$ cat config.mk
export PLATFORM = sky130hd
export DESIGN_NAME = pzcorebus_response_fifo
export DESIGN_NICKNAME = d
export VERILOG_FILES = /design/src/rtl/pzcorebus_response_fifo.sv
export SDC_FILE = /design/constraint.sdc
export NUM_CORES = 1
export LEC_CHECK = 0
export ABC_CLOCK_PERIOD_IN_PS = 5750
export CORE_MARGIN = 3
export CORE_UTILIZATION = 35
export CTS_CLUSTER_DIAMETER = 120
export DETAILED_ROUTE_END_ITERATION = 7
export PLACE_DENSITY_LB_ADDON = 0.15
export SYNTH_ARGS = -nofsm -noshare
export SYNTH_HDL_FRONTEND = slang
export SYNTH_SLANG_ARGS = --single-unit
$ cat constraint.sdc
create_clock -name i_clk -period 5.75 [get_ports i_clk]
set_input_delay 1.15 -clock i_clk [delete_from_list [all_inputs] [get_ports i_clk]]
set_output_delay 1.15 -clock i_clk [all_outputs]
set_load 0.005 [all_outputs]
$ cat src/rtl/pzcorebus_response_fifo.sv
// Response FIFO between a pzcorebus slave and master; 1-cycle latency, registered flags.
// PZCOREBUS_RESPONSE_FIFO_PACKET_COUNT_EN enables the stored-burst counter.
module pzcorebus_response_fifo #(
    parameter int RESPONSE_WIDTH = 32,
    parameter int DEPTH          = 2,
    parameter int THRESHOLD      = DEPTH
) (
    input  logic                         i_clk,
    input  logic                         i_rst_n,
    input  logic                         i_clear,
    input  logic                         i_sresp_valid,
    output logic                         o_mresp_accept,
    input  logic [RESPONSE_WIDTH-1:0]    i_sresp,
    input  logic                         i_sresp_last,
    output logic                         o_sresp_valid,
    input  logic                         i_mresp_accept,
    output logic [RESPONSE_WIDTH-1:0]    o_sresp,
    output logic                         o_sresp_last,
    output logic                         o_empty,
    output logic                         o_almost_full,
    output logic                         o_full,
    output logic [$clog2(DEPTH+1)-1:0]   o_word_count,
    output logic [$clog2(DEPTH+1)-1:0]   o_packet_count
);
    localparam int PW = $clog2(DEPTH);
    localparam int CW = $clog2(DEPTH+1);

    if (DEPTH < 2) begin : g_bad_depth
        $error("DEPTH must be >= 2");
    end
    if (THRESHOLD < 1 || THRESHOLD > DEPTH) begin : g_bad_threshold
        $error("THRESHOLD must be in 1..DEPTH");
    end

    logic [RESPONSE_WIDTH:0] mem_q [DEPTH];
    logic [PW-1:0]           wptr_q, wptr_d;
    logic [PW-1:0]           rptr_q, rptr_d;
    logic [CW-1:0]           count_q, count_d;
    logic                    empty_q, empty_d;
    logic                    full_q, full_d;
    logic                    afull_q, afull_d;
    logic                    push;
    logic                    pop;

    function automatic logic [PW-1:0] wrap_inc(input logic [PW-1:0] p);
        return (p == PW'(DEPTH-1)) ? '0 : p + 1'b1;
    endfunction

    assign o_mresp_accept = !full_q;
    assign o_sresp_valid  = !empty_q;
    assign push = i_sresp_valid && !full_q && !i_clear;
    assign pop  = !empty_q && i_mresp_accept && !i_clear;

    assign {o_sresp_last, o_sresp} = mem_q[rptr_q];

    always_ff @(posedge i_clk) begin
        if (push) begin
            mem_q[wptr_q] <= {i_sresp_last, i_sresp};
        end
    end

    always_comb begin
        wptr_d  = wptr_q;
        rptr_d  = rptr_q;
        count_d = count_q;
        if (i_clear) begin
            wptr_d  = '0;
            rptr_d  = '0;
            count_d = '0;
        end else begin
            if (push) wptr_d = wrap_inc(wptr_q);
            if (pop)  rptr_d = wrap_inc(rptr_q);
            unique case ({push, pop})
                2'b10:   count_d = count_q + 1'b1;
                2'b01:   count_d = count_q - 1'b1;
                default: count_d = count_q;
            endcase
        end
        empty_d = (count_d == '0);
        full_d  = (count_d == CW'(DEPTH));
        afull_d = (count_d >= CW'(THRESHOLD));
    end

    always_ff @(posedge i_clk) begin
        if (!i_rst_n) begin
            wptr_q  <= '0;
            rptr_q  <= '0;
            count_q <= '0;
            empty_q <= 1'b1;
            full_q  <= 1'b0;
            afull_q <= 1'b0;
        end else begin
            wptr_q  <= wptr_d;
            rptr_q  <= rptr_d;
            count_q <= count_d;
            empty_q <= empty_d;
            full_q  <= full_d;
            afull_q <= afull_d;
        end
    end

    assign o_empty       = empty_q;
    assign o_full        = full_q;
    assign o_almost_full = afull_q;
    assign o_word_count  = count_q;

`ifdef PZCOREBUS_RESPONSE_FIFO_PACKET_COUNT_EN
    logic [CW-1:0] pcount_q, pcount_d;
    logic          pk_inc;
    logic          pk_dec;

    assign pk_inc = push && i_sresp_last;
    assign pk_dec = pop && o_sresp_last;

    always_comb begin
        pcount_d = pcount_q;
        if (i_clear) begin
            pcount_d = '0;
        end else begin
            unique case ({pk_inc, pk_dec})
                2'b10:   pcount_d = pcount_q + 1'b1;
                2'b01:   pcount_d = pcount_q - 1'b1;
                default: pcount_d = pcount_q;
            endcase
        end
    end

    always_ff @(posedge i_clk) begin
        if (!i_rst_n) begin
            pcount_q <= '0;
        end else begin
            pcount_q <= pcount_d;
        end
    end

    assign o_packet_count = pcount_q;
`else
    assign o_packet_count = '0;
`endif

endmodule
==> impl_metrics.ini <==
[job]
maxCapViolations = 0

[placement]
place_congestion = 0.7542
hpwl_mm = 3.125
portBuffers = 77
dp.cells = 316

[worst_setup_path]
required_ns = 4.60
critPathArrivalTime_ns = 2.08
max_stage_delay_ns = 0.87
cp_cell_sequence = mux2_2 -> clkdlybuf4s50_1
rrSetupSlack_ns = 3.86
cp-end-kind = output port
reg2reg_from = o_full
crit_slowest_cell = dfxtp_2
r2r_cells = 3
rr_endpoint = mem_q[0][24]
crit_type = reg2out
critPathMaxFanout = 33
crit_end = o_sresp[12]
critPathLaunchType = flop

[cells_and_area]
diodes = 0
drive_gt1_share_pct = 22.32
multi_input_area_um2 = 554.3
fillCellCount = 637
nNetsFinal = 267
final-seq-area_mm2 = 0.002143
syn_to_final_growth_pct = 40.04
finalNonFillerCells = 332

[power_and_ir_drop]
p_leak_nw = 1.270
ir_drop_v = 0.0001547
p_clk_share_pct = 39.2
p_sw_share_pct = 20.25
p_sw_w = 0.0002294
p_seq_share_pct = 53.6
combPwrFrac_pct = 7.2
powerDensity_mw_per_mm2 = 295.5
p_int_w = 0.0009033

[synth]
yosysTopAreaCellShare_pct = 72.39
synth-seq-cells = 74
synth_edf_count = 66
yosysMostFrequentCell = edfxtp_1
async_flop_share_pct = 0
synth_commonest_cells = edfxtp_1, mux2_2, dfxtp_1, nor2_1
yosysWarnings = 0
syn_inst = 146
synth_top_area_cell = edfxtp_1
synth_area_per_cell_um2 = 18.75
synth_area_leaders = edfxtp_1, mux2_2, dfxtp_1
syn_area_mm2 = 0.002738
seq_area_frac_synth_pct = 78.24
synth_flop_cell = edfxtp_1
synth_cell_type_count = 23

[sta]
setup_viol = 0
tightest_slew_ns = 1.016
hold_violations = 0
fin_skew_ns = 0.007944
slew_headroom_pct = 32.12
fmaxAchievable_mhz = 310.0
min_period_ns = 3.226
grt_setup_unrepaired = false
fin_tns_setup_ns = 0
min_period_over_period_pct = 56.10
maxSlewViolCount = 0

[floorplan]
row_count = 31
die_area_mm2 = 0.008919
start_util_pct = 36.95
coreArea_mm2 = 0.007408
fp.dieH_um = 94.44
pin_count = 80
die_w_um = 94.44

[drt]
antenna_left = 0
vias = 1453
drt-total-wl_mm = 4.966
drc_errors = 0
first_pass_iters = 4
drtIter0Drc = 65
wire_per_inst_um = 14.96
routed_via_density = 4.377

[clocking]
insertion_delay_ns = 0.34
clockBufferDepth = 2
clock_tree.root_cell = clkbuf_8
hold_buffers = 0
cts_sinks = 74
cts_tree = built
path_clk_slew_ns = 0.07
cts_buffers = 9
h-tree-depth = 3
post_cts_resized = 0
post_cts_buffers = 0

[global_route]
grt-ovfl-total = 0
antenna_found_initial = 0
grt_max_degree = 34
grt_usage_pct = 11.51
grt_pass1_wl_mm = 7.438
grt_pass1_vias = 1499

[status]
status = finished, final reports clean

[worst_hold_path]
hp-class = reg2reg
## cell usage in the layout (no fill, tap or decap), types with 3 or more instances in the layout
| cell type | count |
|---|---|
| clkdlybuf4s50_1 | 77 |
| edfxtp_1 | 66 |
| mux2_2 | 33 |
| clkbuf_8 | 9 |
| dfxtp_1 | 7 |
| inv_1 | 4 |
| xnor2_1 | 4 |
| nor2_1 | 4 |
| nor2b_1 | 3 |
| a21oi_1 | 3 |
| clkinv_4 | 3 |
## cell families after synthesis
logic type / after synthesis / share of synthesized area (%)
flops: 74 / 78.24
compound gates: 6 / 1.188
simple gates: 16 / 3.154
other cells: 1 / 0.1370
buf+inv: 11 / 1.965
xor+xnor: 4 / 1.280
mux: 33 / 13.57
fa+ha+maj: 1 / 0.4570
## flip-flops by register name, indices dropped and copies added (netlist names), named ones only
| register | flops |
|---|---|
| mem_q | 66 |
| o_almost_full | 1 |
| o_empty | 1 |
| o_full | 1 |
| o_word_count | 2 |
| rptr_q | 1 |
| wptr_q | 1 |
## power by group through the flow
stage	combinational (W)	sequential [W]	clock, W
global placement	0.0000820	0.000619	0
CTS	0.0000830	0.000607	0.000456
global route	0.0000878	0.000609	0.000478
finish	0.0000811	0.000607	0.000444
floorplan	0.0000262	0.000618	0
detailed placement	0.0000823	0.000620	0
## area by class of cell
cell class | count | area share [%]
clock buffers | 9 | 3.231
clock inverters | 7 | 2.676
inverters | 4 | 0.3916
multi-input cells | 62 | 14.46
flip-flops and latches | 74 | 55.91
well taps | 99 | 3.231
repair buffers | 77 | 20.10
## worst max-delay path, delay by kind of cell (launching register included)
| kind | cells | cell delay (ns) |
|---|---|---|
| DFF | 1 | 0.87 |
| muxes | 1 | 0.42 |
| buffers and inverters | 1 | 0.45 |
## how the worst min path moves through the flow
stage,start,end,slack (ns),cells past startpoint
after floorplan,rptr_q,flop,0.48,2
after global placement,rptr_q,rptr_q,0.50,2
after detailed placement,rptr_q,flop,0.51,2
after CTS,rptr_q,flop,0.53,2
after global routing,rptr_q,flop,0.56,2
final,rptr_q,flop,0.53,2
## routing by layer
metal | global-route usage [%] | wire [um]
met3 | 3.108 | 286
met1 | 13.69 | 2104
met2 | 18.85 | 2506
met5 | 0 | 0
met4 | 6.498 | 69
## stage by stage
stage	hold WS, ns	util (%)	power (W)	setup WS (ns)	area [um2]
floorplan	0.4813	-	0.0006440	2.482	2741
global placement	0.4997	48.69	0.0007011	2.586	3607
detailed placement	0.5074	48.69	0.0007020	2.573	3607
CTS	0.5252	51.75	0.001147	2.447	3834
global route	0.5619	51.75	0.001175	2.377	3834
finish	0.5280	51.75	0.001133	2.524	3834
Note: power is estimated with default switching activity, not from simulation.
